## src/rtl/cla_subtractor_pipe.sv

```systemverilog
// Two-stage pipelined subtractor: D = A - B - borrow, computed as A + ~B + !borrow
// with 4-bit carry-lookahead blocks; low half in stage 1, high half in stage 2.
module cla_subtractor_pipe #(
    parameter int unsigned BIT = 32
) (
    input  logic           i_clk,
    input  logic           i_rstn,
    input  logic           i_valid,
    output logic           o_ready,
    input  logic [BIT-1:0] i_data_a,
    input  logic [BIT-1:0] i_data_b,
    input  logic           i_borrow,
    output logic           o_valid,
    input  logic           i_ready,
    output logic [BIT-1:0] o_data_d,
    output logic           o_borrow,
    output logic           o_overflow,
    output logic           o_zero
);

    localparam int unsigned HALF = BIT / 2;
    localparam int unsigned NBLK = HALF / 4;

    // One 4-bit lookahead block; returns {carry_out, sum}.
    function automatic logic [4:0] cla4(input logic [3:0] a, input logic [3:0] b,
                                        input logic ci);
        logic [3:0] g;
        logic [3:0] p;
        logic [4:0] c;
        g    = a & b;
        p    = a | b;
        c[0] = ci;
        c[1] = g[0] | (p[0] & ci);
        c[2] = g[1] | (p[1] & g[0]) | (p[1] & p[0] & ci);
        c[3] = g[2] | (p[2] & g[1]) | (p[2] & p[1] & g[0]) | (p[2] & p[1] & p[0] & ci);
        c[4] = g[3] | (p[3] & g[2]) | (p[3] & p[2] & g[1]) | (p[3] & p[2] & p[1] & g[0])
             | (p[3] & p[2] & p[1] & p[0] & ci);
        return {c[4], a ^ b ^ c[3:0]};
    endfunction

    // Half-width adder from rippled CLA blocks; returns {carry_out, sum}.
    function automatic logic [HALF:0] add_half(input logic [HALF-1:0] a,
                                               input logic [HALF-1:0] b,
                                               input logic ci);
        logic [HALF-1:0] s;
        logic            c;
        logic [4:0]      r;
        s = '0;
        c = ci;
        for (int unsigned k = 0; k < NBLK; k++) begin
            r            = cla4(a[4*k +: 4], b[4*k +: 4], c);
            s[4*k +: 4]  = r[3:0];
            c            = r[4];
        end
        return {c, s};
    endfunction

    // Handshake
    logic out_valid_q, out_valid_d;
    logic s1_valid_q,  s1_valid_d;
    logic out_adv, s1_adv;

    assign out_adv = !out_valid_q || i_ready;
    assign s1_adv  = !s1_valid_q || out_adv;
    assign o_ready = s1_adv;
    assign o_valid = out_valid_q;

    // Stage 1: low-half add
    logic [HALF-1:0] s1_dlo_q,   s1_dlo_d;
    logic            s1_c_q,     s1_c_d;
    logic [HALF-1:0] s1_a_hi_q,  s1_a_hi_d;
    logic [HALF-1:0] s1_nb_hi_q, s1_nb_hi_d;
    logic            s1_a_msb_q, s1_a_msb_d;
    logic            s1_b_msb_q, s1_b_msb_d;
    logic [HALF:0]   lo_sum;

    assign lo_sum = add_half(i_data_a[HALF-1:0], ~i_data_b[HALF-1:0], ~i_borrow);

    always_comb begin
        s1_valid_d  = s1_valid_q;
        s1_dlo_d    = s1_dlo_q;
        s1_c_d      = s1_c_q;
        s1_a_hi_d   = s1_a_hi_q;
        s1_nb_hi_d  = s1_nb_hi_q;
        s1_a_msb_d  = s1_a_msb_q;
        s1_b_msb_d  = s1_b_msb_q;
        if (s1_adv) begin
            s1_valid_d = i_valid;
            if (i_valid) begin
                s1_dlo_d   = lo_sum[HALF-1:0];
                s1_c_d     = lo_sum[HALF];
                s1_a_hi_d  = i_data_a[BIT-1:HALF];
                s1_nb_hi_d = ~i_data_b[BIT-1:HALF];
                s1_a_msb_d = i_data_a[BIT-1];
                s1_b_msb_d = i_data_b[BIT-1];
            end
        end
    end

    always_ff @(posedge i_clk or negedge i_rstn) begin
        if (!i_rstn) begin
            s1_valid_q  <= 1'b0;
            s1_dlo_q    <= '0;
            s1_c_q      <= 1'b0;
            s1_a_hi_q   <= '0;
            s1_nb_hi_q  <= '0;
            s1_a_msb_q  <= 1'b0;
            s1_b_msb_q  <= 1'b0;
        end else begin
            s1_valid_q  <= s1_valid_d;
            s1_dlo_q    <= s1_dlo_d;
            s1_c_q      <= s1_c_d;
            s1_a_hi_q   <= s1_a_hi_d;
            s1_nb_hi_q  <= s1_nb_hi_d;
            s1_a_msb_q  <= s1_a_msb_d;
            s1_b_msb_q  <= s1_b_msb_d;
        end
    end

    // Stage 2: high-half add and output register
    logic [HALF:0]  hi_sum;
    logic [BIT-1:0] diff;
    logic [BIT-1:0] d_q, d_d;
    logic           borrow_q, borrow_d;
    logic           ovf_q, ovf_d;
    logic           zero_q, zero_d;

    assign hi_sum = add_half(s1_a_hi_q, s1_nb_hi_q, s1_c_q);
    assign diff   = {hi_sum[HALF-1:0], s1_dlo_q};

    always_comb begin
        out_valid_d = out_valid_q;
        d_d         = d_q;
        borrow_d    = borrow_q;
        ovf_d       = ovf_q;
        zero_d      = zero_q;
        if (out_adv) begin
            out_valid_d = s1_valid_q;
            if (s1_valid_q) begin
                d_d      = diff;
                borrow_d = ~hi_sum[HALF];
                ovf_d    = (s1_a_msb_q != s1_b_msb_q) && (diff[BIT-1] != s1_a_msb_q);
                zero_d   = (diff == '0);
            end
        end
    end

    always_ff @(posedge i_clk or negedge i_rstn) begin
        if (!i_rstn) begin
            out_valid_q <= 1'b0;
            d_q         <= '0;
            borrow_q    <= 1'b0;
            ovf_q       <= 1'b0;
            zero_q      <= 1'b0;
        end else begin
            out_valid_q <= out_valid_d;
            d_q         <= d_d;
            borrow_q    <= borrow_d;
            ovf_q       <= ovf_d;
            zero_q      <= zero_d;
        end
    end

    assign o_data_d   = d_q;
    assign o_borrow   = borrow_q;
    assign o_overflow = ovf_q;
    assign o_zero     = zero_q;

endmodule

```

## config.mk

```make
export PLATFORM = sky130hd
export DESIGN_NAME = cla_subtractor_pipe
export DESIGN_NICKNAME = d
export VERILOG_FILES = /design/src/rtl/cla_subtractor_pipe.sv
export SDC_FILE = /design/constraint.sdc
export NUM_CORES = 1
export LEC_CHECK = 0
export ABC_AREA = 1
export CAP_MARGIN = 20
export CORE_MARGIN = 3
export CORE_UTILIZATION = 56
export CTS_BUF_LIST = sky130_fd_sc_hd__clkbuf_4 sky130_fd_sc_hd__clkbuf_8
export DETAILED_ROUTE_END_ITERATION = 10
export DONT_BUFFER_PORTS = 1
export PLACE_DENSITY = 0.78
export SYNTH_ARGS = -nofsm -noshare
export SYNTH_HDL_FRONTEND = slang
export SYNTH_SLANG_ARGS = --single-unit
```

## constraint.sdc

```tcl
create_clock -name i_clk -period 2.6 [get_ports i_clk]
set_clock_uncertainty 0.1 [all_clocks]
set_input_delay 0.26 -clock i_clk [delete_from_list [all_inputs] [get_ports i_clk]]
set_output_delay 0.26 -clock i_clk [all_outputs]
set_load 0.1 [all_outputs]
```

==> metrics.cfg, run 1 <==
[drt]
vias = 4270
drtPass1Iterations = 5
via_per_inst = 5.071
drcViolationCount = 0
ant_nets = 0
wl_per_cell_um = 14.51
wirelength_um = 12220
drt_iter0_drc = 218

[layout]
layout.area.seq_mm2 = 0.002177
fin_nets = 849
nFillCells = 760
num_antenna_cells = 0
drive_gt1_share_pct = 11.50
area.growth.synth_to_final_pct = 17.59
post_layout_nonfiller_instances = 842
finish.utilization_pct = 67.99
multi_input_area_mm2 = 0.002708

[grt]
grt_pass1_wl_um = 20490
grt_overflow_total = 0
track_usage_pct = 23.20
grt_pass1_vias = 4367
antenna_found_initial = 0
grt_max_degree = 88

[floorplanning]
fp.dieW_um = 103.7
fp-row-count = 35
die_h_um = 103.7
core_region_area_mm2 = 0.009240
die_area_mm2 = 0.01075
num_io_pins = 106
start_util_pct = 57.82

[power_and_ir_drop]
max-vdd-ir-drop_v = 0.0005571
fin_total_pwr_mw = 6.213
p_per_area_mw_per_mm2 = 989.0
p_leak_nw = 3.341

[yosys]
synth_top_area_share_pct = 40.75
synthArstFlopShare_pct = 100.0
ys_seq_area_share_pct = 40.75
yosys-top-cells-count = nand2_1 (156), inv_1 (108), dfrtp_1 (87), ha_1 (64), o21ai_0 (62)
yosys.area.top_type = dfrtp_1
yosys.cell_count.top_type = nand2_1
synth_edf_count = 0
synth_area_mm2 = 0.005343
yosys_warnings = 0
synth_area_leaders = dfrtp_1 (41%), ha_1 (15%), nand2_1 (11%), inv_1 (7.6%), o21ai_0 (5.8%)
synth-seq-cells = 87
syn-mean-instance-area_um2 = 8.283
synthDistinctLibCells = 35
syn_nets = 786
synthFlopType = dfrtp_1
synthCells = 645

[place]
place.gp.congestion = 0.8574
port_buffers = 0
dp.cells = 792
dp_hpwl_um = 9019

[flow_run]
cap_violations = 0

[critical_path]
cp.arrival_ns = 3.13
start_kind = flip-flop
cpMaxStageDelayCell = fa_1
required_ns = 2.78
cpMostUsedCell = nand2_1
r2r_start = s1_a_hi_q[3]
cp_max_fo = 4
reg2reg_slack_ns = -0.35
critPathMaxStageDelay_ns = 0.43
reg2reg_to = o_zero
cp_cell_sequence = inv_1 > ha_2 > inv_1 > nand2_1 > nand2_1 > nor2_2 > nand3_2 > nand2_2 > nand2_4 > nand2_4 > nand2_4 > fa_1 > inv_1 > nand3_1 > nor2_1 > nand2_1 > nor2_2 > nand4_1 > nor2_1 > nand3_1 > nor2_2 > nand3_2 > nand2_1
r2r_cells = 23
critPathCaptureType = flip-flop
crit_type = flip-flop to flip-flop

[timing]
rsz0062_at_grt = true
hold_slack_ns = 0.06218
maxSlewHeadroom_pct = 37.07
tns_ns = -0.3469
setup_viol = 1
worst_slew_pin_slew_ns = 0.9440
max_freq_mhz = 339.3
hold_violations = 0
fin_ws_ns = -0.3469
slew_violations = 0
min_period_over_period_pct = 113.3
min_period_ns = 2.947

[hold_path]
holdCritStartpoint = i_data_b[8]
min_delay_path_depth = 2
hold_end = s1_dlo_q[8]
hp-class = primary input to flip-flop

[cts]
cts_setup_buffers = 0
numCtsBuffers = 9
cts_tree = yes
clkSinkCount = 87
clk_pin_slew_ns = 0.09
htreeDepth = 3
ctsLongestPathBuffers = 2
clkLatencyLatePin_ns = 0.35
cts-root-buf = clkbuf_8

[run_status]
violations = negative setup slack
status = finished with violations

-- critical path: cells and delay by family, from the launching register on --
kind / cells / cell delay (ns)
buffers and inverters: 3 / 0.22
AND/OR/NAND/NOR: 18 / 1.54
flip-flops: 1 / 0.40
adder cells (fa/ha/maj): 2 / 0.62
-- metrics by stage --
stage | setup slack (ns) | cell area [um^2]
2_1_floorplan | 0.02616 | 5355
3_3_place_gp | -0.06896 | 5712
3_5_place_dp | -0.2435 | 5712
4_1_cts | -0.3046 | 6272
5_1_grt | -0.5809 | 6282
6_report | -0.3469 | 6282
-- worst max path at each step --
stage,startpoint,end,cells past startpoint
finish,s1_a_hi_q[3],o_zero,23
global route,s1_nb_hi_q[3],o_zero,23
CTS,s1_a_hi_q[3],o_zero,23
detailed placement,s1_a_hi_q[2],o_zero,21
global placement,s1_a_hi_q[3],o_zero,23
floorplan,s1_a_hi_q[6],o_zero,22
-- state kept, by name, summed over array words and instances, names as in the netlist, 16 cells and up --
signal,cells
s1_nb_hi_q,16
o_data_d,32
s1_dlo_q,16
s1_a_hi_q,16
-- kinds of logic after synthesis --
group / share of synthesized area, %
xor gates and xnor gates: 2.459
and+or+nand+nor: 20.96
AOI/OAI and AO/OA: 8.806
adders and majority gates: 17.99
buffers and inverters: 9.040
DFF: 40.75
-- routing by layer --
metal	vias up	part of all wire (%)	global-route usage, %	wire [um]
met3	16	5.5	5.421	675
met5	-	0	0	0
met4	0	1.3	6.173	164
met1	2022	42	28.32	5075
met2	113	52	41.31	6301
li1	2119	-	-	-
-- area by class of cell --
class	instances	area share (%)
multi-input combinational	430	43.10
tap	129	2.569
timing repair buffer	68	9.759
clock buffer	11	2.310
inverter	112	6.692
clock inverter	5	0.9162
sequential	87	34.65
-- repair_timing --
| action | 4_1_cts | 5_1_grt |
|---|---|---|
| endpoints found under the hold margin | 120 | 0 |
| gates resized for setup | 0 | 4 |
| endpoints found under the setup margin | 1 | 1 |
| hold buffers | 34 | 0 |
-- cell usage in the layout (no fill, tap or decap), drive strengths merged --
master | synthesis | final
buf | 5 | 35
a31oi | 2 | 2
nor3 | 6 | 6
a211oi | 1 | 1
nand3 | 28 | 28
dlygate4sd3 | 0 | 33
bufinv | 0 | 1
o21bai | 2 | 2
nand2 | 167 | 167
or2 | 2 | 2
clkinvlp | 0 | 3
inv | 112 | 112
nand4 | 6 | 6
o21ai | 66 | 66
clkbuf | 11 | 11
xor2 | 8 | 8
a221oi | 1 | 1
a21o | 2 | 2
a22oi | 1 | 1
dfrtp | 87 | 87
xnor2 | 7 | 7
nor4 | 2 | 2
fa | 8 | 8
a21oi | 11 | 11
nand3b | 3 | 3
clkinv | 0 | 1
o21a | 1 | 1
ha | 64 | 64
nor2 | 42 | 42
-- power breakdown --
| group | switching [mW] | internal [mW] |
|---|---|---|
| sequential | 1.48 | 1.69 |
| combinational | 1.40 | 0.681 |
| clock | 0.482 | 0.480 |
Note: power is estimated with default switching activity, not from simulation.
==> run 2: changes to the inputs <==
--- a/config.mk
+++ b/config.mk
@@ -8,11 +8,11 @@
 export ABC_AREA = 1
 export CAP_MARGIN = 20
 export CORE_MARGIN = 3
-export CORE_UTILIZATION = 56
+export CORE_UTILIZATION = 60
 export CTS_BUF_LIST = sky130_fd_sc_hd__clkbuf_4 sky130_fd_sc_hd__clkbuf_8
 export DETAILED_ROUTE_END_ITERATION = 10
 export DONT_BUFFER_PORTS = 1
-export PLACE_DENSITY = 0.78
+export PLACE_DENSITY = 0.83
 export SYNTH_ARGS = -nofsm -noshare
 export SYNTH_HDL_FRONTEND = slang
 export SYNTH_SLANG_ARGS = --single-unit
==> metrics.cfg, run 2 (same netlist as run 1, synthesis figures left out) <==
[critical_path]
crit_type = flip-flop to flip-flop
cp-endpoint = o_zero
crit_start = s1_nb_hi_q[3]
cp_max_fo = 4  ; unchanged
cp.arrival_ns = 3.09  ; -0.04 ns
reg2reg_to = o_zero
reg2reg_slack_ns = -0.32  ; +0.03 ns
r2r_start = s1_nb_hi_q[3]
start_kind = flip-flop
critPathCaptureType = flip-flop
r2r_cells = 23  ; unchanged
required_ns = 2.78  ; about the same

[timing]
slew_violations = 0  ; unchanged
setup_viol = 1  ; unchanged
maxSlewHeadroom_pct = 36.09  ; -0.97 points
max_freq_mhz = 342.9  ; +1.1%
min_period_over_period_pct = 112.2  ; -1.2 points
worst_slew_pin_slew_ns = 0.9586  ; +0.01456 ns
tns_ns = -0.3160  ; +0.03093 ns
rsz0062_at_grt = true
hold_slack_ns = 0.05366  ; -0.008520 ns
fin_ws_ns = -0.3160  ; +0.03093 ns
min_period_ns = 2.916  ; -0.03093 ns
hold_violations = 0  ; unchanged

[grt]
grt_pass1_vias = 4488  ; +2.8%
track_usage_pct = 25.79  ; +2.6 points
grt_overflow_total = 0  ; unchanged
grt_max_degree = 88  ; unchanged
antenna_found_initial = 0  ; unchanged
grt_pass1_wl_um = 20600  ; +0.57%

[layout]
most-common-layout-cells = nand2_1 (155), inv_1 (105), dfrtp_1 (87)
fin_nets = 849  ; unchanged
area.growth.synth_to_final_pct = 16.96
finish.utilization_pct = 74.18  ; +6.2 points
largest_reg_flops = 32  ; unchanged
drive_gt1_share_pct = 11.53  ; +0.032 points
num_antenna_cells = 0  ; unchanged
layout_commonest_cell = nand2_1

[cts]
htreeDepth = 3  ; unchanged
clk_pin_slew_ns = 0.09  ; about the same
cts_setup_buffers = 0  ; unchanged
clkSinkCount = 87  ; unchanged
ctsLongestPathBuffers = 2  ; unchanged
cts-root-buf = clkbuf_8
numCtsBuffers = 9  ; unchanged
clkLatencyLatePin_ns = 0.35  ; about the same
cts_tree = yes

[floorplanning]
die_h_um = 100.4  ; -3.2%
fp-row-count = 33  ; -5.7%
start_util_pct = 63.43  ; +5.6 points
core_region_area_mm2 = 0.008423  ; -8.8%
num_io_pins = 106  ; unchanged
die_area_mm2 = 0.01007  ; -6.3%
fp.dieW_um = 100.4  ; -3.2%

[place]
dp_hpwl_um = 9088  ; +0.77%
port_buffers = 0  ; unchanged
place.gp.congestion = 0.9003  ; +5.0%

[flow_run]
cap_violations = 0  ; unchanged

[drt]
ant_nets = 0  ; unchanged
vias = 4305  ; +0.82%
wirelength_um = 12200  ; -0.18%
drtPass1Iterations = 5  ; unchanged
wl_per_cell_um = 14.94  ; +3.0%
via_per_inst = 5.276  ; +4.0%
drt_iter0_drc = 175  ; -20%
drcViolationCount = 0  ; unchanged

[hold_path]
hp-class = primary input to flip-flop

[power_and_ir_drop]
p_per_area_mw_per_mm2 = 999.0  ; +1.0%
max-vdd-ir-drop_v = 0.0004311  ; -23%
p_leak_nw = 3.351  ; +0.29%

[run_status]
status = finished with violations
violations = negative setup slack

run 2: cell types whose count changed in the layout (fill, tap and decap cells not counted), sizes merged:
cell,previous run,this run
clkbuf,11,9
clkinvlp,3,0
clkinv,1,3
bufinv,1,2
run 2: how the worst min path moves through the flow:
stage                 from             to  slack [ns]  depth (start not counted)
5_1_grt        i_data_b[4]    s1_dlo_q[4]        0.06                          2
4_1_cts        i_data_b[4]    s1_dlo_q[4]        0.05                          2
6_report       i_data_b[4]    s1_dlo_q[4]        0.05                          2
2_1_floorplan       i_rstn       o_borrow       -0.14                          0
3_5_place_dp        i_rstn  s1_nb_hi_q[7]       -0.13                          0
3_3_place_gp        i_rstn  s1_nb_hi_q[7]       -0.13                          0
run 2: worst max-delay path, cell delays in order (launching register included):
cell and delay [ns]:
dfrtp_1 0.41, inv_1 0.06, ha_2 0.18, inv_2 0.04
nand2_1 0.05, nand2_1 0.06, nor2_2 0.12, nand3_2 0.10
nand2_2 0.09, nand2_4 0.07, nand2_4 0.07, nand2_4 0.05
fa_1 0.46, inv_2 0.08, nand3_2 0.07, nor2_1 0.11
nand2_1 0.07, nor2_2 0.09, nand4_1 0.11, nor2_1 0.11
nand3_1 0.10, nor2_2 0.11, nand3_2 0.06, nand2_1 0.06
run 2: stage by stage:
| step | instance area (um^2) | power [mW] | setup WS, ns | instances |
|---|---|---|---|---|
| after CTS | 6241 | 6.243 | -0.3117 | 816 |
| after floorplan | 5355 | 4.607 | 0.02616 | 645 |
| final | 6248 | 6.242 | -0.3160 | 816 |
| after detailed placement | 5682 | 5.185 | -0.2811 | 768 |
| after global routing | 6248 | 6.578 | -0.5945 | 816 |
| after global placement | 5682 | 5.101 | -0.09419 | 768 |
run 2: routing by layer:
| layer | part of all wire (%) | GRT usage [%] | vias up |
|---|---|---|---|
| met5 | 0 | 0 | - |
| met4 | 1.5 | 8.187 | 0 |
| met3 | 5.6 | 3.822 | 14 |
| met2 | 52 | 46.79 | 115 |
| met1 | 41 | 31.41 | 2051 |
| li1 | - | - | 2125 |
run 2: cell type report:
cell class                 count  area (um^2)
multi-input combinational    430         2708
sequential                    87         2177
fill                         626         2175
timing repair buffer          68        613.1
inverter                     112        420.4
tap                          105        131.4
clock buffer                   9        123.9
clock inverter                 5        75.07
run 2: timing repair:
item	4_1_cts	5_1_grt
hold buffers	34	0
resized for setup	3	3
pin swaps	0	1
hold endpoints to repair	120	0
endpoints found under the setup margin	1	1
run 2: power by group:
part           internal, mW  switching, mW  leakage, nW
clock                 0.526          0.460        0.105
combinational         0.678           1.34         2.18
sequential             1.69           1.55         1.06
total                  2.89           3.35         3.35
==> run 3: changes to the inputs <==
--- a/config.mk
+++ b/config.mk
@@ -6,13 +6,13 @@
 export NUM_CORES = 1
 export LEC_CHECK = 0
 export ABC_AREA = 1
-export CAP_MARGIN = 20
+export CAP_MARGIN = 10
 export CORE_MARGIN = 3
-export CORE_UTILIZATION = 60
+export CORE_UTILIZATION = 35
 export CTS_BUF_LIST = sky130_fd_sc_hd__clkbuf_4 sky130_fd_sc_hd__clkbuf_8
 export DETAILED_ROUTE_END_ITERATION = 10
 export DONT_BUFFER_PORTS = 1
-export PLACE_DENSITY = 0.83
+export PLACE_DENSITY = 0.55
 export SYNTH_ARGS = -nofsm -noshare
 export SYNTH_HDL_FRONTEND = slang
 export SYNTH_SLANG_ARGS = --single-unit
==> metrics.cfg, run 3 (same netlist as run 1, synthesis figures left out) <==
[critical_path]
cp.arrival_ns = 3.05  ; -0.04 ns
cp_max_fo = 4  ; unchanged
crit_type = flip-flop to flip-flop
r2r_start = s1_a_hi_q[3]
reg2reg_to = o_zero
r2r_cells = 23  ; unchanged
required_ns = 2.82  ; +0.04 ns
reg2reg_slack_ns = -0.22  ; +0.09 ns
start_kind = flip-flop
critPathCaptureType = flip-flop

[cts]
cts_tree = yes
ctsLongestPathBuffers = 2  ; unchanged
cts_setup_buffers = 0  ; unchanged
numCtsBuffers = 9  ; unchanged
clkLatencyLatePin_ns = 0.38  ; +0.03 ns
clk_pin_slew_ns = 0.09  ; about the same
clkSinkCount = 87  ; unchanged
cts-root-buf = clkbuf_8
htreeDepth = 3  ; unchanged

[layout]
largest_reg_flops = 32  ; unchanged
multi_input_area_mm2 = 0.002710  ; about the same
drive_gt1_share_pct = 12.74  ; +1.2 points
most-common-layout-cells = nand2_1 (154), inv_1 (106), dfrtp_1 (87)
num_antenna_cells = 0  ; unchanged
fin_nets = 859  ; +1.2%
layout_commonest_cell = nand2_1
postLayoutCellArea_mm2 = 0.006429  ; +2.9%
nFillCells = 1476  ; +140%
layout.area.seq_mm2 = 0.002177  ; unchanged
area.growth.synth_to_final_pct = 20.33
finish.utilization_pct = 43.57  ; -31 points

[floorplanning]
start_util_pct = 36.21  ; -27 points
core_region_area_mm2 = 0.01475  ; +75%
fp.dieW_um = 129.6  ; +29%
die_area_mm2 = 0.01678  ; +67%
num_io_pins = 106  ; unchanged
die_h_um = 129.6  ; +29%
fp-row-count = 44  ; +33%

[timing]
hold_slack_ns = 0.01830  ; -0.03536 ns
maxSlewHeadroom_pct = 36.76  ; +0.67 points
fin_ws_ns = -0.2241  ; +0.09188 ns
slew_violations = 0  ; unchanged
min_period_over_period_pct = 108.6  ; -3.5 points
worst_slew_pin_slew_ns = 0.9486  ; -0.01002 ns
rsz0062_at_grt = true
hold_violations = 0  ; unchanged
min_period_ns = 2.824  ; -0.09187 ns
max_freq_mhz = 354.1  ; +3.3%
setup_viol = 1  ; unchanged

[place]
dpl_cell_area_mm2 = 0.005853  ; +3.0%
dp_hpwl_um = 9675  ; +6.5%
port_buffers = 0  ; unchanged
place.gp.congestion = 0.8620  ; -4.3%

[power_and_ir_drop]
seqPwrFrac_pct = 47.3  ; -4.5 points
p_leak_nw = 3.393  ; +1.3%
p_int_mw = 2.857  ; -1.1%
switching_share_pct = 54.31  ; +0.61 points
fin_total_pwr_mw = 6.254  ; +0.19%
max-vdd-ir-drop_v = 0.0003827  ; -11%
p_switching_mw = 3.396  ; +1.3%
pwr-share-comb_pct = 37.5  ; +5.1 points
p_clk_share_pct = 15.2  ; -0.6 points
p_per_area_mw_per_mm2 = 972.8  ; -2.6%

[grt]
grt_overflow_total = 0  ; unchanged
grt_pass1_wl_um = 21330  ; +3.5%
grt_max_degree = 88  ; unchanged
grt_use_met2_pct = 27.50  ; -19 points
track_usage_pct = 16.34  ; -9.4 points
antenna_found_initial = 0  ; unchanged
gr-usage-met1_pct = 20.27  ; -11 points
grt_pass1_vias = 4461  ; -0.60%
grt.met3_usage_pct = 3.833  ; +0.011 points
grt-busiest-layer = met2

[drt]
wirelength_um = 12870  ; +5.6%
drt_iter0_drc = 277  ; +58%
drcViolationCount = 0  ; unchanged
wl_per_cell_um = 14.21  ; -4.9%
drtPass1Iterations = 4  ; -1
via_per_inst = 4.693  ; -11%
ant_nets = 0  ; unchanged
vias = 4252  ; -1.2%

[hold_path]
holdCritStartpoint = i_borrow
min_delay_path_depth = 2  ; unchanged
hold_end = s1_dlo_q[0]
hp-class = primary input to flip-flop

[run_status]
violations = negative setup slack
status = finished with violations

[flow_run]
cap_violations = 0  ; unchanged

run 3: critical path: stages (launching register included):
cell     delay, ns
dfrtp_1       0.39
inv_1         0.08
ha_2          0.19
inv_1         0.05
nand2_1       0.05
nand2_1       0.05
nor2_2        0.11
nand3_2       0.09
nand2_2       0.09
nand2_4       0.07
nand2_4       0.06
nand2_4       0.05
fa_1          0.44
inv_2         0.06
nand3_1       0.07
nor2_1        0.10
nand2_1       0.07
nor2_2        0.09
nand4_1       0.10
nor2_1        0.12
nand3_1       0.10
nor2_2        0.12
nand3_2       0.06
nand2_1       0.05
run 3: area by class of cell:
cell class              instances  area share [%]
well taps                     184           3.581
inverters                     112           6.540
clock buffers                   9           1.927
multi-input cells             430           42.16
repair buffers                 78           10.98
flip-flops and latches         87           33.87
clock inverters                 6          0.9537
run 3: power by group through the flow:
stage / registers (mW) / clock network, mW / logic [mW]
floorplan: 3.60 / 0 / 1.00
global placement: 2.98 / 0 / 2.25
CTS: 2.97 / 0.988 / 2.37
detailed placement: 2.99 / 0 / 2.27
finish: 2.96 / 0.951 / 2.35
global route: 3.01 / 1.03 / 2.61
run 3: per-layer routing:
| layer | vias up | routed length (um) |
|---|---|---|
| met5 | - | 0 |
| met4 | 0 | 228 |
| met3 | 17 | 766 |
| met2 | 98 | 6248 |
| met1 | 1997 | 5630 |
| li1 | 2140 | - |
run 3: timing repair:
| action | CTS | global route |
|---|---|---|
| hold endpoints to repair | 122 | 0 |
| hold buffers | 36 | 0 |
| pin swaps | 0 | 2 |
| resized for setup | 4 | 3 |
| endpoints found under the setup margin | 1 | 1 |
run 3: how the worst max path moves through the flow:
stage / start / end / slack, ns
2_1_floorplan: s1_a_hi_q[6] / o_zero / 0.03
3_3_place_gp: s1_a_hi_q[6] / o_zero / -0.11
3_5_place_dp: s1_a_hi_q[6] / o_zero / -0.29
4_1_cts: s1_nb_hi_q[6] / o_zero / -0.29
5_1_grt: s1_nb_hi_q[3] / o_zero / -0.51
6_report: s1_a_hi_q[3] / o_zero / -0.22
run 3: metrics by stage:
stage / std cells / setup WS [ns] / TNS (ns)
global placement: 855 / -0.1113 / -0.1113
detailed placement: 855 / -0.2895 / -0.2895
global route: 906 / -0.5106 / -0.5106
floorplan: 645 / 0.02616 / 0
CTS: 906 / -0.2907 / -0.2907
finish: 906 / -0.2241 / -0.2241
